--- config.mk ---
export PLATFORM = sky130hd
export DESIGN_NAME = icache_responder_flat
export DESIGN_NICKNAME = d
export VERILOG_FILES = /design/src/rtl/icache_responder_pkg.sv /design/src/rtl/icache_responder_if.sv /design/src/rtl/icache_responder_frame_array.sv /design/src/rtl/icache_responder.sv /design/src/flat_wrapper.sv
export SDC_FILE = /design/constraint.sdc
export NUM_CORES = 1
export LEC_CHECK = 0
export CAP_MARGIN = 20
export CORE_MARGIN = 2
export CORE_UTILIZATION = 40
export DETAILED_ROUTE_END_ITERATION = 8
export HOLD_SLACK_MARGIN = 0.06
export SYNTH_ARGS = -nofsm -noshare
export SYNTH_HDL_FRONTEND = slang
export SYNTH_SLANG_ARGS = --single-unit
--- constraint.sdc ---
create_clock -name CLK -period 13.3 [get_ports CLK]
set_clock_uncertainty 0.15 [all_clocks]
set_input_delay 2.66 -clock CLK [delete_from_list [all_inputs] [get_ports CLK]]
set_output_delay 2.66 -clock CLK [all_outputs]
set_load 0.02 [all_outputs]
--- src/rtl/icache_responder_pkg.sv ---
// ============================================================================
// Module      : icache_responder_pkg
// Description : Shared types for the instruction-cache responder: the
//               datapath word type, the controller state encoding and an
//               address-alignment helper.
// Revision    : 1.0 - initial release
// ============================================================================
`default_nettype none

package icache_responder_pkg;

    // Datapath word
    typedef logic [31:0] word_t;

    // Controller states: serve hits in IDLE, fill one frame in FETCH
    typedef enum logic [0:0] {
        IDLE  = 1'b0,
        FETCH = 1'b1
    } icache_state_t;

    localparam int ICACHE_SETS_DEFAULT = 16;

    // Drop the byte offset so memory always sees a word address
    function automatic word_t word_align(input word_t addr);
        return {addr[31:2], 2'b00};
    endfunction

endpackage

`default_nettype wire

--- src/rtl/icache_responder_if.sv ---
// ============================================================================
// Module      : icache_responder_if
// Description : Bundle of the datapath fetch port (imemREN/imemaddr/ihit/
//               imemload) and the memory-side read handshake
//               (iREN/iaddr/iwait/iload) around the instruction cache.
// Revision    : 1.0 - initial release
// ============================================================================
`default_nettype none

interface icache_responder_if;
    import icache_responder_pkg::*;

    // Datapath side
    logic  imemREN;
    word_t imemaddr;
    logic  ihit;
    word_t imemload;

    // Memory side
    logic  iREN;
    word_t iaddr;
    logic  iwait;
    word_t iload;

    // The cache: answers fetches, issues memory reads
    modport slave (
        input  imemREN,
        input  imemaddr,
        output ihit,
        output imemload,
        output iREN,
        output iaddr,
        input  iwait,
        input  iload
    );

    // The environment: fetch initiator plus memory controller
    modport master (
        output imemREN,
        output imemaddr,
        input  ihit,
        input  imemload,
        input  iREN,
        input  iaddr,
        output iwait,
        output iload
    );

endinterface

`default_nettype wire

--- src/rtl/icache_responder_frame_array.sv ---
// ============================================================================
// Module      : icache_frame_array
// Description : SETS direct-mapped frames {valid, tag, data}. One
//               combinational read port by index, one synchronous write
//               port, valid bits cleared asynchronously on nRST. Tag and
//               data storage carry no reset.
// Revision    : 1.0 - initial release
// ============================================================================
`default_nettype none

module icache_frame_array
    import icache_responder_pkg::*;
#(
    parameter int SETS    = ICACHE_SETS_DEFAULT,
    parameter int IDX_W   = $clog2(SETS),
    parameter int TAG_W   = 30 - IDX_W,
    parameter int FRAME_W = 1 + TAG_W + 32
) (
    input  wire logic               CLK,
    input  wire logic               nRST,
    input  wire logic [IDX_W-1:0]   ridx,
    output logic      [FRAME_W-1:0] rframe,
    input  wire logic               wen,
    input  wire logic [IDX_W-1:0]   widx,
    input  wire logic [FRAME_W-1:0] wframe
);

    logic [SETS-1:0]  valid;
    logic [TAG_W-1:0] tags [SETS];
    word_t            data [SETS];

    // Valid bits: cleared by reset, set by a fill
    always_ff @(posedge CLK or negedge nRST) begin
        if (!nRST) begin
            valid <= '0;
        end else if (wen) begin
            valid[widx] <= wframe[FRAME_W-1];
        end
    end

    // Tag and data storage: written on a fill only
    always_ff @(posedge CLK) begin
        if (wen) begin
            tags[widx] <= wframe[FRAME_W-2:32];
            data[widx] <= wframe[31:0];
        end
    end

    assign rframe = {valid[ridx], tags[ridx], data[ridx]};

endmodule

`default_nettype wire

--- src/rtl/icache_responder.sv ---
// ============================================================================
// Module      : icache_responder
// Description : Direct-mapped, one-word-per-block instruction cache. Hits
//               return in the same cycle; a miss fetches the word over the
//               iREN/iwait handshake and the hit appears the cycle after
//               the fill. Optional hit/miss counters are built when
//               ICACHE_STATS_EN is defined; otherwise both read 0.
// Revision    : 1.0 - initial release
// ============================================================================
`default_nettype none

module icache_responder
    import icache_responder_pkg::*;
#(
    parameter int SETS = ICACHE_SETS_DEFAULT
) (
    input  wire logic          CLK,
    input  wire logic          nRST,
    icache_responder_if.slave  bus,
    output word_t              hit_count,
    output word_t              miss_count
);

    localparam int IDX_W = $clog2(SETS);
    localparam int TAG_W = 30 - IDX_W;

    typedef struct packed {
        logic [TAG_W-1:0] tag;
        logic [IDX_W-1:0] idx;
        logic [1:0]       bytoff;
    } icachef_t;

    typedef struct packed {
        logic             valid;
        logic [TAG_W-1:0] tag;
        word_t            data;
    } icache_frame_t;

    icache_state_t state, next_state;
    word_t         miss_addr, next_miss_addr;
    icachef_t      req, miss;
    icache_frame_t rframe, wframe;
    logic          wen;
    logic          hit;
    logic          unused_bits;

    assign req  = icachef_t'(bus.imemaddr);
    assign miss = icachef_t'(miss_addr);

    // Byte offsets never select anything in a one-word block
    assign unused_bits = ^{req.bytoff, miss.bytoff};

    icache_frame_array #(
        .SETS  (SETS),
        .IDX_W (IDX_W),
        .TAG_W (TAG_W)
    ) u_frames (
        .CLK    (CLK),
        .nRST   (nRST),
        .ridx   (req.idx),
        .rframe (rframe),
        .wen    (wen),
        .widx   (miss.idx),
        .wframe (wframe)
    );

    // State and latched miss address; iaddr is driven straight from miss_addr
    always_ff @(posedge CLK or negedge nRST) begin
        if (!nRST) begin
            state     <= IDLE;
            miss_addr <= '0;
        end else begin
            state     <= next_state;
            miss_addr <= next_miss_addr;
        end
    end

    // Hit detection, miss launch and fill completion
    always_comb begin
        next_state     = state;
        next_miss_addr = miss_addr;
        hit            = 1'b0;
        wen            = 1'b0;
        wframe         = '{valid: 1'b1, tag: miss.tag, data: bus.iload};
        bus.ihit       = 1'b0;
        bus.imemload   = '0;
        bus.iREN       = 1'b0;
        unique case (state)
            IDLE: begin
                hit = bus.imemREN && rframe.valid && (rframe.tag == req.tag);
                if (hit) begin
                    bus.ihit     = 1'b1;
                    bus.imemload = rframe.data;
                end else if (bus.imemREN) begin
                    next_miss_addr = word_align(bus.imemaddr);
                    next_state     = FETCH;
                end
            end
            FETCH: begin
                // The fill always lands on the latched address, whatever
                // the datapath is requesting now
                bus.iREN = 1'b1;
                if (!bus.iwait) begin
                    wen        = 1'b1;
                    next_state = IDLE;
                end
            end
            default: begin
                next_state = IDLE;
            end
        endcase
    end

    assign bus.iaddr = miss_addr;

`ifdef ICACHE_STATS_EN
    // Free-running wrap-around hit and miss counters
    always_ff @(posedge CLK or negedge nRST) begin
        if (!nRST) begin
            hit_count  <= '0;
            miss_count <= '0;
        end else begin
            if (hit) begin
                hit_count <= hit_count + 32'd1;
            end
            if ((state == IDLE) && (next_state == FETCH)) begin
                miss_count <= miss_count + 32'd1;
            end
        end
    end
`else
    assign hit_count  = '0;
    assign miss_count = '0;
`endif

endmodule

`default_nettype wire
--- src/flat_wrapper.sv ---
// flat-port wrapper written by rule: the top's interface ports become plain ports
module icache_responder_flat import icache_responder_pkg::*;
#(
    parameter int SETS = ICACHE_SETS_DEFAULT
)
  (CLK, nRST, hit_count, miss_count, bus_imemREN, bus_imemaddr, bus_ihit, bus_imemload, bus_iREN, bus_iaddr, bus_iwait, bus_iload);
  icache_responder_if bus_i ();
  input  wire logic CLK;
  input  wire logic nRST;
  output word_t hit_count;
  output word_t miss_count;
  input wire logic [$bits(bus_i.imemREN)-1:0] bus_imemREN;
  input wire logic [$bits(bus_i.imemaddr)-1:0] bus_imemaddr;
  output wire logic [$bits(bus_i.ihit)-1:0] bus_ihit;
  output wire logic [$bits(bus_i.imemload)-1:0] bus_imemload;
  output wire logic [$bits(bus_i.iREN)-1:0] bus_iREN;
  output wire logic [$bits(bus_i.iaddr)-1:0] bus_iaddr;
  input wire logic [$bits(bus_i.iwait)-1:0] bus_iwait;
  input wire logic [$bits(bus_i.iload)-1:0] bus_iload;
  assign bus_i.imemREN = bus_imemREN;
  assign bus_i.imemaddr = bus_imemaddr;
  assign bus_ihit = bus_i.ihit;
  assign bus_imemload = bus_i.imemload;
  assign bus_iREN = bus_i.iREN;
  assign bus_iaddr = bus_i.iaddr;
  assign bus_i.iwait = bus_iwait;
  assign bus_i.iload = bus_iload;
  icache_responder #(.SETS(SETS)) u_core (.CLK(CLK), .nRST(nRST), .bus(bus_i), .hit_count(hit_count), .miss_count(miss_count));
endmodule
==> impl_metrics.py <==
metrics = {
    "pwr": {
        "leakage_uw": 0.0141,
        "ir_drop_mv": 0.113,
        "finalPower_uw": 6910,
        "power.density_mw_per_mm2": 157,
    },
    "detailed_routing": {
        "vias_per_cell": 5.44,
        "ant_nets": 0,
        "via_count": 17400,
        "drt-initial-drc-count": 1848,
        "wire_per_inst_um": 27.5,
        "route.detailed.drc": 0,
        "wl_um": 88000,
        "drt_pass1_iterations": 5,
    },
    "sta": {
        "finalHoldViolCount": 0,
        "worst_pin_slew_ns": 1.09,
        "setup_viol": 0,
        "finalCriticalPeriod_ns": 10.60,
        "drv_slew": 0,
        "grt_setup_unrepaired": "no",
        "fin_crit_sh": 0.797,
        "fin_tns_setup_ns": 0,
        "max_freq_mhz": 94.3,
        "timing.max_slew.rel_slack": 0.274,
    },
    "placement": {
        "portBuffers": 129,
        "hpwl_um": 44500,
        "finalWeightedCongestion": 0.709,
        "placed_cells": 3017,
    },
    "cells_and_area": {
        "drive_above_1_share": 0.267,
        "instances_no_fill": 3197,
        "fin_util": 0.465,
        "final_nets": 1920,
        "antenna_cells": 0,
        "area_growth_pct": 15.4,
    },
    "hold_path": {
        "hp-class": "reg2reg",
    },
    "cts": {
        "post_cts_buffers": 0,
        "hold_buffers": 0,
        "h-tree-depth": 3,
        "cts_resized": 0,
        "cts_inserted_buffers": 98,
        "cts_tree": "yes",
        "clk_path_buf_depth": 3,
        "clk_latency_ns": 0.66,
        "clock_sinks": 975,
        "clk_pin_slew_worst_paths_ns": 0.06,
        "root_buffer": "clkbuf_16",
    },
    "logic_synthesis": {
        "synth_cell_types": 48,
        "yosysWarnings": 0,
        "synth_seq_cells": 975,
        "ys.flop_type": "edfxtp_1",
        "yosysSeqAreaShare": 0.761,
        "avgSynthCellArea_um2": 22.9,
        "synth_edf_count": 928,
        "syn_inst": 1665,
        "synthesis.area_mm2": 0.0382,
        "async_flop_share": 0.0482,
    },
    "setup_path": {
        "crit_end": "bus_imemload[2]",
        "cp.arrival_ns": 7.79,
        "slowest_stage": "buf_4",
        "regToRegSetupSlack_ns": 9.57,
        "slowest_delay_ns": 0.82,
        "crit_type": "in2out",
        "crit_fanout": 61,
        "end_kind": "output pin",
        "startpoint": "bus_imemaddr[4]",
        "timing.rr.start": "u_core.u_frames.tags[14][10]",
        "path_common_cell": "buf_4",
        "startpoint_type": "input port",
        "reg2reg_depth": 8,
        "crit_required_ns": 10.49,
        "crit_chain": "buf_8 > buf_4 > buf_4 > mux4_2 > mux2i_1 > xnor2_1 > o21ai_0 > nand4_1 > nor4_2 > nand3b_1 > buf_4 > nor2b_1 > clkdlybuf4s50_1",
        "r2r-end": "u_core.bus.iaddr[23]",
    },
    "job": {
        "maxCapViolCount": 0,
    },
    "floorplan": {
        "dieArea_mm2": 0.0980,
        "core-area_mm2": 0.0949,
        "die_x_um": 313,
        "die_y_um": 313,
        "io_pins": 198,
        "rows": 113,
        "start_util": 0.403,
    },
    "grt": {
        "overflow": 0,
        "grt_max_degree": 98,
        "track_usage": 0.181,
        "grt_pass1_wl_um": 127000,
        "antenna_found_initial": 6,
        "grt_pass1_vias": 18000,
    },
    "run_status": {
        "status": "finished clean",
    },
}
how the worst min path moves through the flow:
stage | startpoint | to | slack, ns | cells after the start
finish | u_core.u_frames.valid[5] | u_core.u_frames.valid[5] | 0.31 | 1
global route | u_core.u_frames.valid[5] | u_core.u_frames.valid[5] | 0.32 | 1
CTS | u_core.u_frames.valid[5] | u_core.u_frames.valid[5] | 0.31 | 1
detailed placement | u_core.u_frames.valid[5] | u_core.u_frames.valid[5] | 0.30 | 1
global placement | u_core.u_frames.valid[12] | u_core.u_frames.valid[12] | 0.30 | 1
floorplan | u_core.u_frames.valid[12] | u_core.u_frames.valid[12] | 0.28 | 1
synthesized netlist by cell type, types with 3 or more instances:
library cell  instances  share of area
xnor2_1              27         0.0062
nand2_1              11         0.0011
nand4_1               3        0.00049
nor2_1               20         0.0020
edfxtp_1            928           0.73
o2111ai_1             3        0.00069
buf_4                71          0.014
or2_2                17         0.0028
mux2_4               29          0.011
mux2_2                4         0.0012
o22ai_1               3        0.00049
a22oi_1               5        0.00098
inv_1                 3        0.00029
mux4_2              265           0.16
nor3_1                5        0.00066
nand3_1               4        0.00052
buf_2                37         0.0048
clkbuf_1             30         0.0029
mux2i_1              66          0.017
nor2b_1              36         0.0059
o21ai_0               7        0.00092
nand2b_1              8         0.0013
dfrtp_1              47          0.031
buf_6                 3        0.00088
power breakdown:
part	switching, µW	internal (µW)	total [µW]
sequential	117	3550	3670
combinational	286	239	525
clock	1140	1570	2710
routing by layer:
layer | part of all wire | track usage
met5 | 0.00052 | 0
met2 | 0.49 | 0.292
met1 | 0.43 | 0.259
met4 | 0.019 | 0.0434
met3 | 0.056 | 0.0305
kinds of logic (layout without fill, tap and decap cells):
group,Yosys count,after routing,synth area share
DFF,975,975,0.761
muxes,364,364,0.186
buffers and inverters,149,351,0.0234
and+or+nand+nor,112,112,0.0164
AOI/OAI and AO/OA,35,35,0.00668
xor gates and xnor gates,29,29,0.00665
other,1,66,0.0000982
state kept, by name (all words and copies together), names as in the netlist:
| signal | count |
|---|---|
| u_core.bus.iaddr | 30 |
| u_core.state | 1 |
| u_core.u_frames.data | 512 |
| u_core.u_frames.tags | 416 |
| u_core.u_frames.valid | 16 |
through the flow:
stage / worst slack [ns] / hold slack, ns / instance area (µm²)
global route: 2.38 / 0.323 / 44100
CTS: 2.69 / 0.313 / 44100
floorplan: 5.21 / 0.284 / 38400
global placement: 2.75 / 0.295 / 40800
detailed placement: 2.70 / 0.298 / 40900
finish: 2.70 / 0.311 / 44100
placed cells by master, fill, tap and decap left out, types with 5 or more instances in the layout:
cell type	count
edfxtp_1	928
mux4_2	265
clkdlybuf4s50_1	124
clkbuf_16	101
mux2i_1	66
conb_1	66
dfrtp_1	47
nor2b_1	36
buf_4	32
mux2_4	29
xnor2_1	27
clkbuf_1	22
clkinv_1	20
or2_2	17
clkinv_2	14
nor2_4	12
nand2_1	11
nor2_1	8
nand2b_1	8
bufinv_16	8
o21ai_0	7
a22oi_1	5
critical path: cells and delay by family:
family	cells	cell delay [ns]
xor gates and xnor gates	1	0.11
muxes	2	0.72
buffers and inverters	5	2.98
and+or+nand+nor	4	0.94
AOI/OAI and AO/OA	1	0.18
area by class of cell:
class                      instances  area [µm²]
clock buffer                     127        2670
clock inverter                    53         513
fill                            7803       50800
inverter                           6        25.0
multi-input combinational        606        8610
sequential                       975       29000
tap                             1265        1580
timing repair buffer             165        1630
No activity file was read; power rests on OpenSTA's default activity.
